**config.mk**
```make
export PLATFORM = sky130hd
export DESIGN_NAME = page_ref_unit
export DESIGN_NICKNAME = d
export VERILOG_FILES = /design/src/rtl/page_ref_pkg.sv /design/src/rtl/sat_counter.sv /design/src/rtl/page_ref_unit.sv
export SDC_FILE = /design/constraint.sdc
export NUM_CORES = 1
export LEC_CHECK = 0
export ABC_AREA = 1
export CORE_MARGIN = 4
export CORE_UTILIZATION = 40
export DETAILED_ROUTE_END_ITERATION = 8
export PLACE_DENSITY = 0.59
export SYNTH_ARGS = -nofsm -noshare
export SYNTH_HDL_FRONTEND = slang
export SYNTH_SLANG_ARGS = --single-unit
```
**constraint.sdc**
```tcl
create_clock -name clk -period 6.7 [get_ports clk]
set_input_delay 1.34 -clock clk [delete_from_list [all_inputs] [get_ports clk]]
set_output_delay 1.34 -clock clk [all_outputs]
set_load 0.03 [all_outputs]
```
**src/rtl/page_ref_pkg.sv**
```systemverilog
// Shared types and helpers for the page-reference consumer.
package page_ref_pkg;

  typedef enum logic [1:0] {
    IDLE    = 2'd0,
    RD_WAIT = 2'd1,
    LOOKUP  = 2'd2
  } state_e;

  localparam int DEF_DATA_W = 8;
  localparam int DEF_FRAMES = 4;
  localparam int DEF_CNT_W  = 8;

  // Increment v, sticking at the all-ones value of a w-bit counter.
  function automatic logic [31:0] sat_inc(input logic [31:0] v, input int unsigned w);
    logic [31:0] max;
    max = (w >= 32) ? 32'hFFFF_FFFF : ((32'd1 << w) - 32'd1);
    return (v >= max) ? max : v + 32'd1;
  endfunction

endpackage

```
**src/rtl/sat_counter.sv**
```systemverilog
// Saturating statistics counter with synchronous clear.
module sat_counter
  import page_ref_pkg::*;
#(
  parameter int W = 8
) (
  input  logic         clk,
  input  logic         rst,
  input  logic         inc,
  input  logic         clr,
  output logic [W-1:0] q
);

  logic [W-1:0] r_q;

  always_ff @(posedge clk or negedge rst) begin
    if (!rst)      r_q <= '0;
    else if (clr)  r_q <= '0;
    else if (inc)  r_q <= W'(sat_inc(32'(r_q), W));
  end

  assign q = r_q;

endmodule

```
**src/rtl/page_ref_unit.sv**
```systemverilog
// Pops page numbers from the upstream FIFO and runs them through a small
// fully-associative frame table with oldest-first replacement.
module page_ref_unit
  import page_ref_pkg::*;
#(
  parameter int DATA_W = DEF_DATA_W,
  parameter int FRAMES = DEF_FRAMES,
  parameter int CNT_W  = DEF_CNT_W
) (
  input  logic              clk,
  input  logic              rst,
  input  logic              en,
  input  logic              clr,
  input  logic              fifo_empty,
  output logic              fifo_rd,
  input  logic [DATA_W-1:0] fifo_data,
  output logic              busy,
  output logic              hit,
  output logic              miss,
  output logic              evict,
  output logic [DATA_W-1:0] evicted_page,
  output logic [CNT_W-1:0]  hit_cnt,
  output logic [CNT_W-1:0]  miss_cnt,
  output logic [CNT_W-1:0]  fault_cnt
);

  localparam int PW = $clog2(FRAMES);

  state_e              r_state, w_next;
  logic                r_fifo_rd;
  logic [DATA_W-1:0]   r_page_q;
  logic [DATA_W-1:0]   r_frame [FRAMES];
  logic [FRAMES-1:0]   r_valid;
  logic [PW-1:0]       r_vptr;
  logic                r_hit, r_miss, r_evict;
  logic [DATA_W-1:0]   r_ev_page;

  logic                w_busy, w_pop, w_lookup;
  logic [FRAMES-1:0]   w_match;
  logic                w_hit, w_vic_valid;
  logic                w_inc_hit, w_inc_miss, w_inc_fault;

  always_ff @(posedge clk or negedge rst) begin
    if (!rst)      r_state <= IDLE;
    else if (clr)  r_state <= IDLE;
    else           r_state <= w_next;
  end

  always_comb begin
    w_next = r_state;
    case (r_state)
      IDLE:    if (en && !fifo_empty) w_next = RD_WAIT;
      RD_WAIT: w_next = LOOKUP;
      LOOKUP:  w_next = IDLE;
      default: w_next = IDLE;
    endcase
  end

  // clr suppresses both a new pop and the result of a lookup in progress.
  always_comb begin
    w_busy   = (r_state != IDLE);
    w_pop    = (r_state == IDLE) && en && !fifo_empty && !clr;
    w_lookup = (r_state == LOOKUP) && !clr;
  end

  always_comb begin
    for (int i = 0; i < FRAMES; i++)
      w_match[i] = r_valid[i] && (r_frame[i] == r_page_q);
  end

  assign w_hit       = |w_match;
  assign w_vic_valid = r_valid[r_vptr];
  assign w_inc_hit   = w_lookup && w_hit;
  assign w_inc_miss  = w_lookup && !w_hit;
  assign w_inc_fault = w_lookup && !w_hit && w_vic_valid;

  always_ff @(posedge clk or negedge rst) begin
    if (!rst) begin
      r_fifo_rd <= 1'b0;
      r_hit     <= 1'b0;
      r_miss    <= 1'b0;
      r_evict   <= 1'b0;
      r_ev_page <= '0;
      r_valid   <= '0;
      r_vptr    <= '0;
    end else begin
      r_fifo_rd <= w_pop;
      r_hit     <= w_inc_hit;
      r_miss    <= w_inc_miss;
      r_evict   <= w_inc_fault;
      if (w_inc_fault) r_ev_page <= r_frame[r_vptr];
      if (clr) begin
        r_valid <= '0;
        r_vptr  <= '0;
      end else if (w_inc_miss) begin
        r_valid[r_vptr] <= 1'b1;
        r_vptr          <= r_vptr + 1'b1;
      end
    end
  end

  // Page latch and frame contents need no reset; the valid bits gate them.
  always_ff @(posedge clk) begin
    if (r_state == RD_WAIT) r_page_q <= fifo_data;
    if (w_inc_miss)         r_frame[r_vptr] <= r_page_q;
  end

  sat_counter #(.W(CNT_W)) u_hit_cnt (
    .clk(clk), .rst(rst), .inc(w_inc_hit),   .clr(clr), .q(hit_cnt)
  );
  sat_counter #(.W(CNT_W)) u_miss_cnt (
    .clk(clk), .rst(rst), .inc(w_inc_miss),  .clr(clr), .q(miss_cnt)
  );
  sat_counter #(.W(CNT_W)) u_fault_cnt (
    .clk(clk), .rst(rst), .inc(w_inc_fault), .clr(clr), .q(fault_cnt)
  );

  assign fifo_rd      = r_fifo_rd;
  assign busy         = w_busy;
  assign hit          = r_hit;
  assign miss         = r_miss;
  assign evict        = r_evict;
  assign evicted_page = r_ev_page;

endmodule

```
[Yosys cells after proc, flatten, opt, wreduce, memory -nomap -nowiden]
Memories as Yosys holds them, arrays and structs flattened. A register that Yosys moved wholly into a read port is not among the register bits.
Index checks and enable logic that the tools add are counted.
Operators by class
  $add $sub $neg: 4
  $lt $le $gt $ge: 5
  equal/unequal tests: 7
  mux-type cells: 22
  bitwise gates (word level): 1
  reductions and logical operators: 23
Operators with widths (count)
  two-way mux 8 bit: 9
  == test 8 bit: 4
  adder 8 x 1 -> 8 bit, second input constant: 3
  greater-or-equal comparator 8 bit, second input constant: 3
  logical AND 1 bit: 13
  two-way mux 2 bit: 4
  two-way mux 4 bit: 2
  nonzero test 2 bit: 4
  logical NOT 1 bit: 4
  two-way mux 1 bit: 4
  OR 4 bit: 1
  one-hot mux 2 bit (2 select lines): 1
  OR reduction 4 bit: 1
  < comparator 2 x 3 -> 1 bit, second input constant: 1
  inequality test 3 bit, second input constant: 1
  adder 2 x 1 -> 2 bit, second input constant: 1
  binary-select mux 1 bit (select 2 bit): 1
  demux 1 bit (select 2 bit): 1
  == test 2 x 1 -> 1 bit, second input constant: 1
  == test 2 bit, second input constant: 1
  greater-or-equal comparator 2 x 1 -> 1 bit, second input constant: 1
  logical NOT 2 bit: 1
Word-level totals
  flip-flop bits (word level): 44
  RAM bits: 32
  input bits: 13
  output and inout bits: 37
  memories kept: 1
Memories
  r_frame: depth 4, bits a word 8, read ports 5, clocked after memory_dff 1, wr ports 1, RTL line page_ref_unit.sv:32  | logic [DATA_W-1:0] r_frame [FRAMES];

[Logic depth before layout (Yosys ltp)]
Gate-level depths: netlist (run 1).
An unclocked memory read counts as a cell.
  word-level depth: 9
  depth in mapped cells: 14
  gate-level depth less buffers: 13

[Modules after synthesis]
Synthesis (run 1) repeated with hierarchy kept, for this count alone.
Unflattened totals
  cell total of the unflattened synthesis: 539
  area total of the unflattened synthesis: 4488.1 µm²
By module, submodules not included
  page_ref_unit: instances 1, cells an instance 326, area an instance 2997.9 µm², sequential area each 1701.6 µm²
  sat_counter: instances 3, cells an instance 71, area an instance 496.7 µm², sequential area each 200.2 µm²

[Worst setup path before layout (run 1)]
No wires, ideal clock.
  path type: input to register
  start point: input clr
  end point: memory r_frame[0][0] (netlist name), enable pin
  arrival: 2.341 ns
  data required time: 6.329 ns
  setup slack: 3.989 ns
  stages on the path: 4
  buffers on the path: 1
  path through: nor3_2 > nand2_1 > buf_2 > nor2_1
Between the ends
  cells in the longest elaborated chain, start to end: 5
Ends and longest elaborated chain
  start, declared: RTL line page_ref_unit.sv:13  | input logic clr,
  logical NOT 1 bit: RTL line page_ref_unit.sv:63  | w_lookup = (r_state == LOOKUP) && !clr;
  logical AND 1 bit: RTL line page_ref_unit.sv:63
  logical AND 1 bit: RTL line page_ref_unit.sv:74  | assign w_inc_miss = w_lookup && !w_hit;
  two-way mux 1 bit: RTL line page_ref_unit.sv:105  | if (w_inc_miss) r_frame[r_vptr] <= r_page_q;
  two-way mux 1 bit (implied by the code): RTL line page_ref_unit.sv:105
  end, declared: RTL line page_ref_unit.sv:32
Every way passes these cells.

[Final worst setup path (run 1)]
  start point: input clr
  end point: memory r_frame[0][3] (netlist name), enable pin
The elaborated chain is that of the path after synthesis.

==> results of run 1 <==
[through the flow]
step                      std cells  hold WS (ns)  cell area, um^2
after floorplan                 519         0.430             4290
after global placement          691         0.445             4880
after detailed placement        691         0.456             4880
after CTS                       707         0.466             5070
after global routing            707         0.492             5070
final                           707         0.462             5070
[report_power, final]
part	total, uW	internal [uW]	switching (uW)
Combinational	90.3	34.3	56.0
Sequential	565	553	12.0
Clock	352	151	201
Total	1010	738	269
[critical path: stages]
cell	delay (ns)
clkdlybuf4s50_1	0.53
nor3_2	0.79
nand2_1	0.73
nor2_1	0.72
[cell families after synthesis]
kind of cell             Yosys count  share of synthesized area, %
AO/OA/AOI/OAI                     76                          8.95
XOR/XNOR                           9                          1.84
adder cells (fa/ha/maj)            7                          2.04
buffers and inverters             85                          7.93
flip-flops                        84                          53.6
AND/OR/NAND/NOR                  258                          25.6
[sequential cells by signal, indices dropped and copies added (netlist names)]
signal / cells
evict: 1
evicted_page: 8
fifo_rd: 1
hit: 1
miss: 1
r_frame: 32
r_page_q: 8
r_state: 2
r_valid: 4
r_vptr: 2
u_fault_cnt.q: 8
u_hit_cnt.q: 8
u_miss_cnt.q: 8
[final timing paths]
kind / depth (start not counted) / slack [ns] / endpoint / start
worst max register to register: 11 / 3.33 / r_frame[0][3] / r_page_q[5]
min in group asynchronous: 1 / 1.14 / evicted_page[7] / rst
worst min-delay path: 1 / 0.46 / r_state[1] / r_state[1]
worst min register to register: 1 / 0.46 / r_state[1] / r_state[1]
worst max-delay path: 4 / 2.59 / r_frame[0][3] / clr
max in group asynchronous: 1 / 4.93 / r_valid[2] / rst
[per-layer routing]
metal	vias to the layer above	GRT usage [%]	routed length [um]	part of all wire, %
li1	1787	-	-	-
met5	-	0	0	0
met4	0	5.60	125	1.3
met3	10	2.99	433	4.6
met2	84	24.1	4170	44
met1	1588	22.6	4750	50
[layout make-up]
class	count	area (um^2)
fillers	1015	5300
multi-input cells	350	1650
clock buffers	10	138
repair buffers	49	485
inverters	72	272
well taps	136	170
flip-flops and latches	84	2300
clock inverters	6	51.3
[cell usage in the layout (no fill, tap or decap), drive strengths merged]
cell type and count:
a21oi 28, and3 1, buf 1, clkbuf 10, clkdlybuf4s50 48, clkinv 4
clkinvlp 1, dfrtp 44, edfxtp 40, ha 7, inv 73, nand2 151
nand3 51, nand4 9, nor2 36, nor3 8, o21ai 45, o22ai 3
or2 2, xnor2 3, xor2 6
==> impl_results.md, run 1 <==
* Synthesized instance count at 519
* Type of the worst setup path: in2reg
* CTS Hold Buffers Added at 0
* Worst Hold Class: reg2reg
* GR Util All Layers at 15.8%
* Max_cap viols at 0
* Slew Viols, Final at 0
* Via-to-Cell Ratio at 4.91
* Crit-path max FO at 25
* Minimum clock period at 4.11 ns
* Cell taking the most area after synthesis: edfxtp_1
* Grt ovf at 0
* Peak Freq at 243 MHz
* Power Density at 199 mW/mm^2
* Wire per inst at 13.4 um
* Top cell type's share of synthesized area at 28.0%
* Iteration count of the initial detailed-routing pass at 5
* Die area at 0.0125 mm^2
* Initial DRC Count at 327
* Ports at 50
* Count leader, synth: nand2_1
* Worst VDD drop at 0.113 mV
* Final wirelength at 9.48 mm
* Worst clock skew at 0.00965 ns
* Post-CTS Setup Repair Bufs at 0
* Synth cell count leaders: 151 x nand2_1, 66 x inv_1, 50 x nand3_1
* Final setup margin at 2.59 ns
* Critical Path RT at 6.70 ns
* Initial antenna violation count at 0
* Status: finished, final reports clean
* Hold Violations, Final at 0
* Final Power at 1010 uW
* CP Capture Type: register
* Area of the mapped netlist at 0.00429 mm^2
* Layout Nets at 586
* Async SR Flop Fraction at 52.4%
* Sequential element share of the synthesized area at 53.6%
* Largest net degree at the start of global routing at 45
* Core area at 0.0104 mm^2
* Avg Inst Size Synth at 8.27 um^2
* Clk_lat worst skew at 0.36 ns
* Yosys warning count at 0
* Clk buf depth at 2
* Clock sink count at 84
* Leak pwr at 0.00232 uW
* Row count at 37
* Final core utilization at 48.9%
* Share of cells above drive strength 1 at 4.55%
* Unrepaired setup endpoints after global routing: no
* Post-DRT Antenna Nets at 0
* Tightest Pin Transition at 1.02 ns
* H-tree level count at 3
* Area growth, synth to finish at 18.1%
* # diodes at 0
* Top cells by area, synth: edfxtp_1 28%, dfrtp_1 26%, nand2_1 13%, nand3_1 5.8%, inv_1 5.8%
* EDFF count, synth at 40
* First-pass GRT wire length at 16.2 mm
* Final TNS setup at 0 ns
* # resized after CTS at 0
* Starting density of the core at 41.4%
* Hpwl dp at 6.85 mm
* CP Launch Type: input port
* Residual DRC at 0
* Clock root cell: clkbuf_8
* Netlist cell types at 28
* CTS tree: built
* Gpl congestion at 0.875
* Die width at 112 um
* Die extent in y at 112 um
* Endpoints failing setup at 0
* Worst path arrival time at 4.11 ns
* Synth Register Bits at 84
* IO buf count at 49
* Via count at 3,469
* Clk pin slew, worst setup/hold paths at 0.09 ns
* Syn Nets at 539
* Pre-CTS WS at 2.21 ns
* Slew Limit Headroom at 31.7%
* Synth Flop Type: dfrtp_1
* Vias in the first global route at 3,268
* Total CTS buffers at 9
* Fin crit share at 61.4%
Power figures use the tool's default switching activity.
==> run 2, diff against run 1 <==
- PLACE_DENSITY: 0.59 -> 0.62
- clock period: 6.7 -> 3.4 ns (I/O delays scaled with it)
==> impl_results.md, run 2 (synthesis gave the netlist of run 1 again) <==
* Clock sink count at 84 (unchanged)
* Initial antenna violation count at 0 (unchanged)
* Int Pwr at 1440 uW (+95%)
* Most flops, register: r_frame
* Flip-flop count of the largest register after layout at 32 (unchanged)
* Crit-path max cell delay at 0.53 ns (-0.26 ns)
* CTS Hold Buffers Added at 0 (unchanged)
* Crit path top cell by count: nand2_1
* Clk buf depth at 2 (unchanged)
* Buffers and inverters on the worst path at 3 (+2)
* Leak pwr at 0.00235 uW (+1.1%)
* Hold Violations, Final at 0 (unchanged)
* Die extent in y at 112 um (unchanged)
* Sequential Power Share at 56.1% (about the same)
* Die area at 0.0125 mm^2 (unchanged)
* Iteration count of the initial detailed-routing pass at 5 (unchanged)
* Most common cell after layout, fill and taps aside: nand2_1
* Status: finished, final reports clean
* Final wirelength at 9.20 mm (-2.9%)
* H-tree level count at 3 (unchanged)
* Worst Hold Slack at 0.459 ns (-0.00355 ns)
* CP Capture Type: register
* Worst clock skew at 0.0183 ns (+0.00868 ns)
* Clock power share at 34.7% (-0.2 points)
* Slowest CP cell: nor2_1
* Power Density at 387 mW/mm^2 (+95%)
* Pre-CTS WS at 0.633 ns (-1.58 ns)
* Peak Freq at 397 MHz
* Crit-path max FO at 11 (-56%)
* Critical Path RT at 3.39 ns (-3.31 ns)
* CTS tree: built
* Slew Limit Headroom at 35.3% (+3.6 points)
* Initial DRC Count at 185 (-43%)
* Core area at 0.0104 mm^2 (unchanged)
* Clock root cell: clkbuf_8
* Starting density of the core at 41.4% (unchanged)
* Via count at 3,443 (-0.75%)
* Area growth, synth to finish at 19.1%
* Via-to-Cell Ratio at 4.83 (-1.6%)
* Ports at 50 (unchanged)
* Net load switching power at 538 uW (+100%)
* Share of cells above drive strength 1 at 5.55% (+0.99 points)
* Unrepaired setup endpoints after global routing: no
* Clk_lat worst skew at 0.36 ns (about the same)
* Post-CTS Setup Repair Bufs at 0 (unchanged)
* Minimum clock period at 2.52 ns
* Slew Viols, Final at 0 (unchanged)
* Worst-path cell chain: inv_1 > nand2_1 > nand2_1 > inv_1 > nand2_1 > nor2_1 > nand3_1 > nand2_1 > nor2_2 > buf_4 > nand2_1 > nor2_1
* CP Launch Type: register
* Final TNS setup at 0 ns (unchanged)
* Grt ovf at 0 (unchanged)
* Type of the worst setup path: reg2reg
* Max_cap viols at 0 (unchanged)
* Tightest Pin Transition at 0.970 ns (-0.0472 ns)
* Hpwl dp at 6.76 mm (-1.3%)
* Commonest non-fill, non-tap cells in the layout: 151 x nand2_1, 66 x inv_1, 50 x nand3_1, 48 x clkdlybuf4s50_1, 44 x dfrtp_1
* Final setup margin at 0.879 ns (-1.71 ns)
* Worst path arrival time at 2.51 ns (-1.60 ns)
* Endpoints failing setup at 0 (unchanged)
* Switching portion of total power at 27.2% (+0.46 points)
* GR Util All Layers at 15.4% (-0.42 points)
* Residual DRC at 0 (unchanged)
* Post-DRT Antenna Nets at 0 (unchanged)
* Wire per inst at 12.9 um (-3.7%)
* Worst VDD drop at 0.187 mV (+66%)
* Logic pwr share at 9.2% (+0.2 points)
* # diodes at 0 (unchanged)
* IO buf count at 49 (unchanged)
* # resized after CTS at 0 (unchanged)
* Total CTS buffers at 9 (unchanged)
* Largest net degree at the start of global routing at 45 (unchanged)
* Row count at 37 (unchanged)
* # fillers at 1,026 (+1.1%)
* Top cell family by delay on the critical path: simple AND/OR/NAND/NOR gates
* Worst Hold Class: in2async
* First-pass GRT wire length at 16.0 mm (-1.5%)
* Vias in the first global route at 3,287 (+0.58%)
* Die width at 112 um (unchanged)
* Final core utilization at 49.3% (+0.42 points)
* Layout Nets at 592 (+1.0%)
* Fin crit share at 74.1%
* Clk pin slew, worst setup/hold paths at 0.10 ns (about the same)
* Gpl congestion at 0.788 (-9.9%)
run 2: changes by cell type in the layout (fill, tap and decap cells not counted):
cell,change
buf_4,+6
inv_8,+2
clkbuf_8,-1
clkinv_4,-1
clkinvlp_4,+1
inv_6,-1
run 2: path summary, 6_finish.rpt:
kind,slack [ns],cells past startpoint,start,endpoint
min in group clk,0.46,1,r_state[1],r_state[1]
max,0.88,12,r_page_q[3],r_frame[1][5]
min,0.46,1,rst,evict
max in group asynchronous,2.32,1,rst,u_fault_cnt.q[3]
min reg2reg,0.46,1,r_state[1],r_state[1]
max reg2reg,0.88,12,r_page_q[3],r_frame[1][5]
run 2: metrics by stage:
step	power, uW	area (um^2)	std cells
after CTS	2010	5110	713
after detailed placement	1320	4920	697
after global routing	2070	5110	713
after global placement	1320	4920	697
after floorplan	1230	4290	519
final	1980	5110	713
run 2: power groups by stage:
stage	registers [uW]	logic, uW	clock network, uW
6_report	1110	183	687
3_5_place_dp	1130	185	0
5_1_grt	1110	202	756
4_1_cts	1110	185	710
3_3_place_gp	1130	184	0
2_1_floorplan	1170	58.7	0
run 2: metal layers:
layer,track usage [%],share of wire (%)
met5,0,0
met1,22.8,50
met4,4.87,1.1
met3,2.83,4.3
met2,23.0,45
run 2: final cells by class:
type	count	area [um^2]	area share, %
clock buffer	9	124	2.42
clock inverter	7	63.8	1.25
inverter	72	272	5.31
multi-input combinational	350	1650	32.3
sequential	84	2300	45.0
tap	136	170	3.33
timing repair buffer	55	531	10.4
run 2: worst register-to-register path: cells and delay by family (launching register included):
family,cells,cell delay (ns)
AND/OR/NAND/NOR,9,1.19
flip-flops,1,0.50
buffers and inverters,3,0.46
